<file path="src/rtl/reg_file_pkg.sv">
// Shared widths, types and constants for the LoongArch general-purpose
// register file. The optional feature macro REGFILE_BYPASS_EN is consumed by
// reg_file and reg_file_rport, not by this package.
package reg_file_pkg;

    localparam int DATA_W   = 32;
    localparam int ADDR_W   = 5;
    localparam int NUM_REGS = 2 ** ADDR_W;

    typedef logic [ADDR_W-1:0] reg_addr_t;
    typedef logic [DATA_W-1:0] reg_data_t;

    // r0 is architecturally hard-wired to zero
    localparam reg_addr_t ZERO_REG = 5'd0;

endpackage : reg_file_pkg

</file>
<file path="src/rtl/reg_file_rport.sv">
// One combinational read port of the register file.
// Selects the addressed entry, forces r0 to read zero, and when
// REGFILE_BYPASS_EN is defined forwards the in-flight write data to the port
// if it is reading the address being written in the same cycle.
module reg_file_rport
    import reg_file_pkg::*;
(
    input  reg_data_t regs [NUM_REGS],
`ifdef REGFILE_BYPASS_EN
    input  logic      we,
    input  reg_addr_t waddr,
    input  reg_data_t wdata,
`endif
    input  reg_addr_t raddr,
    output reg_data_t rdata
);

`ifdef REGFILE_BYPASS_EN
    logic fwd_hit;

    // Forward only for a real write; a write to r0 is dropped and must not leak
    assign fwd_hit = we && (waddr != ZERO_REG) && (raddr == waddr);
`endif

    // Port data: zero for r0, forwarded data on a bypass hit, stored data otherwise
    always_comb begin
        rdata = regs[raddr];
`ifdef REGFILE_BYPASS_EN
        if (fwd_hit) begin
            rdata = wdata;
        end
`endif
        if (raddr == ZERO_REG) begin
            rdata = '0;
        end
    end

endmodule : reg_file_rport

</file>
<file path="src/rtl/reg_file.sv">
// 32 x 32-bit general-purpose register file: two combinational read ports,
// one synchronous write port, r0 hard-wired to zero, asynchronous active-low
// clear of every entry.
// Optional feature macro: REGFILE_BYPASS_EN -- when defined, each read port
// returns wdata in the same cycle if it reads the address being written.
module reg_file
    import reg_file_pkg::*;
(
    input  logic      clk,
    input  logic      resetn,
    input  reg_addr_t raddr1,
    output reg_data_t rdata1,
    input  reg_addr_t raddr2,
    output reg_data_t rdata2,
    input  logic      we,
    input  reg_addr_t waddr,
    input  reg_data_t wdata
);

    reg_data_t regs [NUM_REGS];

    // Storage: async clear of all entries; writes to r0 are dropped so it stays zero
    always_ff @(posedge clk or negedge resetn) begin
        if (!resetn) begin
            for (int i = 0; i < NUM_REGS; i++) begin
                regs[i] <= '0;
            end
        end else if (we && (waddr != ZERO_REG)) begin
            regs[waddr] <= wdata;
        end
    end

    reg_file_rport u_rport1 (
        .regs  (regs),
`ifdef REGFILE_BYPASS_EN
        .we    (we),
        .waddr (waddr),
        .wdata (wdata),
`endif
        .raddr (raddr1),
        .rdata (rdata1)
    );

    reg_file_rport u_rport2 (
        .regs  (regs),
`ifdef REGFILE_BYPASS_EN
        .we    (we),
        .waddr (waddr),
        .wdata (wdata),
`endif
        .raddr (raddr2),
        .rdata (rdata2)
    );

endmodule : reg_file

</file>
<file path="config.mk">
export PLATFORM = sky130hd
export DESIGN_NAME = reg_file
export DESIGN_NICKNAME = d
export VERILOG_FILES = /design/src/rtl/reg_file_pkg.sv /design/src/rtl/reg_file_rport.sv /design/src/rtl/reg_file.sv
export SDC_FILE = /design/constraint.sdc
export NUM_CORES = 2
export LEC_CHECK = 0
export ABC_CLOCK_PERIOD_IN_PS = 6800
export CAP_MARGIN = 20
export CORE_MARGIN = 2
export CORE_UTILIZATION = 30
export DETAILED_ROUTE_END_ITERATION = 6
export DONT_BUFFER_PORTS = 1
export PLACE_DENSITY = 0.42
export SYNTH_ARGS = -nofsm -noshare
export SYNTH_HDL_FRONTEND = slang
export SYNTH_SLANG_ARGS = --single-unit
</file>
<file path="constraint.sdc">
create_clock -name clk -period 6.8 [get_ports clk]
set_input_delay 1.36 -clock clk [delete_from_list [all_inputs] [get_ports clk]]
set_output_delay 1.36 -clock clk [all_outputs]
set_load 0.03 [all_outputs]
</file>
# Word-level counts from Yosys, hierarchy flattened
# Cells that the tools add are included.
# totals
latch_bits	0
mem_bits_ro	0
in_bits	50
n_memories	0
output_inout_bits	64
mem_bits_rw	0
regBits	1024
# classes
bitwise	3
addsub	0
eq_ne	0
shifts	0
n_reduce_logical	5
n_div	0
n_mul	0
n_lt_le_gt_ge	4
muxes	11
# ops
operator	n
$bwmux 1024	1
$bmux 32 s5	2
$mux 32	7
$demux 32 s5	1
$ge 6x6->1 const B	3
$not 5->6	3
$logic_not 5->1	2
$lt 6x1->1 const B	1
$reduce_bool 5->1	1
$logic_and 1x1->1	2

# Logic depth before layout (Yosys ltp)
# logic_depth
depth_word	6
ltp_mapped	9
mapped_depth_nobuf	4

# Hierarchy
# Synthesis repeated with hierarchy kept, for this count alone.
# hier_totals
hier_cells	3615
area_unflattened_um2	54808.8
# by_module_without_submodules
mod	area_per_inst_um2	n_inst	cells_each
reg_file	38072.8	1	2287
reg_file_rport	8368.0	2	664

# Worst setup path after synthesis
# OpenSTA, ideal clock, no wires.
# synth_path
path_type	input to output
startpoint	input raddr1[1]
endpoint	output rdata1[28]
path_buffers	3
arrival_ns	3.298
path_stages	7
slack_ns	2.142
path_cell_list	buf_4 buf_4 nor2b_1 clkbuf_1 a221oi_1 o21ai_0 a311oi_1
# synth_via
elab_chain_cells	5
elab_cells_between_ends	6
classes_between	mux: 4; bitwise: 1; reduce/logical: 1
# synth_lines
element	line	rtl
start: declaration	reg_file.sv:11	input reg_addr_t raddr1,
$not 5->6 (implied by the code)	reg_file_rport.sv:27	rdata = regs[raddr];
$bmux 32 s5	reg_file_rport.sv:27	
$mux 32 (implied by the code) (2 in series)	reg_file_rport.sv:27	
$mux 32 (*)	reg_file_rport.sv:33	if (raddr == ZERO_REG) begin
end: declaration	reg_file.sv:12	output reg_data_t rdata1,
# Every way passes the cells marked *; elsewhere a longest branch is shown, timed or not. The select of a mux whose other input is x is not followed.

# Worst setup path in the final report
# layout_path
startpoint	input raddr1[4]
endpoint	output rdata1[20]
# The elaborated chain is that of the path after synthesis.

==> results.md <==
- Die height: 430 um
- # hold bufs at CTS: 0
- Busiest grt layer: met2
- Number of distinct library cell variants in the gate-level netlist after synthesis: 37
- Area post-placement: between 50,000 and 60,000 sq um
- Net count after synthesis: about 3,600
- Clock network fraction of total power: 36.9%
- Gate power share: a little under a fifth
- Met1 Use GR: between 20% and 30%
- Cell family with the largest share of critical-path delay: simple AND/OR/NAND/NOR gates
- Highest Clock Rate: approximately 0.18 GHz
- Placement row count: ~160
- CP required: about 5.4 ns
- Fin. Hold Viols: 0
- Number of clock buffers inserted by TritonCTS: 121
- Capture point of the worst reg-to-reg path: regs[167]
- Critical R2R Launch: regs[167]
- Vias in the first global route: 35,300
- Area growth, synth to finish: 11.1%
- Part of the cycle the worst path needs: 80.3%
- Sort of element at the end of the critical path: primary output
- Static Leakage: about 0.025 uW
- Vias: between 30,000 and 40,000
- Maximum number of pins on one net before global-route repair: between 200 and 300
- Period minus WS final: around 5.5 ns
- Number of enable flip-flop cells after synthesis: 0
- Count of buffer and inverter cells on the critical path: 1
- Result of the run: finished, final reports clean
- Ordered cell list for the critical path: or2_4, or4_2, buf_4, o21ai_0, a311oi_2
- Flip-flop count of the largest register, all copies and words added: around 1,000
- Global-route usage over all layers: 20.9%
- Via/cell ratio: 5.69
- Number of top-level pins: ~110
- Peak supply drop: between 0.2 and 0.25 mV
- Final total negative setup slack: 0 ns
- Kind of start point of the critical path: primary input
- Routability congestion estimate: ~0.72
- HPWL after detailed placement: 101 mm
- Starting density of the core: 30.1%
- MaxCap Viol Count: 0
- Setup-violating endpoint count in the final report: 0
- R2r setup slk: around 6 ns
- Worst-path maximum fanout: 34
- Cell count after synthesis: roughly 3,600
- Type of the worst min-delay path: primary input to asynchronous set/reset pin
- Met2 usage: 35.6%
- Switching power share of the total: between 20% and 30%
- Register ranked first by flip-flop count: regs
- Number of instances resized during post-cts repair: 0
- Average instance area after synthesis: 15.2 sq um
- Area of the core: approximately 180,000 sq um
- Max transition margin: ~7.5%
- Drc violations: 0
- Antenna violations before repair: 6
- Pre-Repair DR Iteration Count: 5
- Worst Setup Path Type: primary input to primary output
- Registers with the highest flip-flop counts: regs x1024
- H-tree depth: 3
- Fraction of met3 tracks used by global routing: under 10%
- Sequential share of the synthesized area: between 40% and 50%
- Sequential share of power: 44.9%
- Number of nets with antenna violations after routing: 0
- Die extent in x: 430 um
- Internal Dissipation: 13,200 uW
- Most used DFF post-synth: dfrtp_1
- Routed wire per std cell: 33.4 um
- Worst-skew pair later-pin latency: about 0.74 ns
- # nets final: 3,389
- Switching power of the nets: about 4900 uW
- TritonCTS sink count: 1,024
- CP peak stage delay: 0.77 ns
- Share of final-layout standard cells stronger than drive strength 1: approximately 52%
- Quantity of I/O buffers inserted on ports: 0
- RSZ-0062 raised after global routing: false
- Power density relative to cell area: 299 nW/um^2
- Clk root buf: clkbuf_16
- Post-synthesis instance area: about 54,000 sq um
- CP Data Arrival Time: 4.10 ns
- TritonCTS clock tree: built
- Worst reg2reg path depth: 1
- Final Skew: 0 ns
- Maximum buffer depth of the clock tree: 3
- Fraction of synthesis flops using an asynchronous set or reset pin: 100%
- Register clock-pin slew on the reported worst setup and hold paths: 0.06 ns
- Count of pins over their slew limit: 0
- FILL cells: approximately 17,000
- Worst path slowest cell: a311oi_2
- Slew at the pin closest to its max-slew limit: ~1.4 ns
- Grt ovf: 0
- Seq cells post-synth: a little over 1,000
- Wire length of the first global-routing pass: approximately 280 mm
- Drt initial violations: between 2,000 and 2,500
- Total wirelength of the detailed-routed design: ~190 mm
- Area of all placed cells without fillers: between 60,000 and 70,000 sq um
- Yosys Warn Count: 0
- Number of buffers inserted to repair setup after CTS: 0
- Area of the die: 185,000 sq um
==> metal layers <==
layer	routed length, um	vias to the layer above
met3	8470	217
met2	96600	802
met1	83400	18600
met4	5280	2
met5	20	-
li1	-	13400
==> power by group through the flow <==
stage | logic, uW | registers (uW) | clock network (uW)
after global placement | 3280 | 8200 | 0
final | 3280 | 8120 | 6680
after floorplan | 2820 | 7870 | 0
after detailed placement | 3310 | 8200 | 0
after CTS | 3330 | 8100 | 6880
after global routing | 3520 | 8270 | 7110
==> cells in the mapped netlist (all sizes together) (3+ instances only) <==
library cell | instances | area share [%]
o2111ai | 15 | 0.24
nand3 | 4 | 0.037
a221o | 32 | 0.59
mux4 | 448 | 19
mux2i | 192 | 3.5
o21ai | 81 | 0.75
mux2 | 1024 | 21
nor2b | 43 | 0.49
buf | 198 | 2.2
nand2 | 45 | 0.31
nand2b | 4 | 0.046
a211oi | 32 | 0.44
a31oi | 32 | 0.37
a22oi | 64 | 0.88
a221oi | 49 | 0.79
clkbuf | 231 | 1.6
nor3 | 3 | 0.028
dfrtp | 1024 | 47
a311oi | 32 | 0.52
nor2 | 21 | 0.14
==> stage by stage <==
stage               worst slack (ns)  hold WS, ns  util [%]  power [uW]  cells
finish                          1.34        0.320      33.5       18100   5805
CTS                             1.40        0.266      33.5       18300   5803
floorplan                       2.14        0.441         -       10700   3587
detailed placement              1.35        0.384      31.2       11500   5585
global placement                1.29        0.377      31.2       11500   5577
global route                    1.31        0.290      33.5       18900   5805
==> area by class of cell <==
cell class / count / area, sq um / share of cell area [%]
antenna: 1 / 2.50 / 0.00414
inverter: 2 / 15.0 / 0.0249
timing repair buffer: 58 / 564 / 0.934
sequential: 1024 / 25600 / 42.4
clock buffer: 186 / 3710 / 6.15
tap: 2370 / 2970 / 4.91
multi-input combinational: 2132 / 27200 / 45.0
clock inverter: 32 / 335 / 0.555
==> kinds of logic after synthesis <==
group                  count (synthesis)  synth area share, %
buffers and inverters                431                 3.78
DFF                                 1024                 47.1
and+or+nand+nor                      131                 1.20
AOI/OAI and AO/OA                    337                 4.58
muxes                               1664                 43.3
==> how the worst max path moves through the flow <==
stage / cells after the start / endpoint / slack (ns) / startpoint
3_5_place_dp: 5 / rdata1[15] / 1.35 / raddr1[4]
6_report: 5 / rdata1[20] / 1.34 / raddr1[4]
3_3_place_gp: 4 / rdata2[26] / 1.29 / raddr2[1]
4_1_cts: 5 / rdata1[15] / 1.40 / raddr1[4]
5_1_grt: 5 / rdata1[15] / 1.31 / raddr1[4]
2_1_floorplan: 7 / rdata1[28] / 2.14 / raddr1[1]
==> cells in the final DEF, fill, tap and decap left out, drive strengths merged <==
cell	Yosys	routed
a211oi	32	32
a221o	32	32
a221oi	49	49
a22oi	64	64
a311oi	32	32
a31oi	32	32
and2	2	2
and2b	2	2
and3	1	1
and3b	1	1
buf	198	58
bufinv	0	5
clkbuf	231	186
clkinv	0	22
clkinvlp	0	2
dfrtp	1024	1024
diode	0	1
inv	2	5
mux2	1024	1024
mux2i	192	192
mux4	448	448
nand2	45	45
nand2b	4	4
nand3	4	4
nand4	1	1
nand4b	1	1
nor2	21	21
nor2b	43	43
nor3	3	3
o2111ai	15	15
o21ai	81	81
or2	1	1
or3	1	1
or4	1	1
No activity file was read; power rests on OpenSTA's default activity.
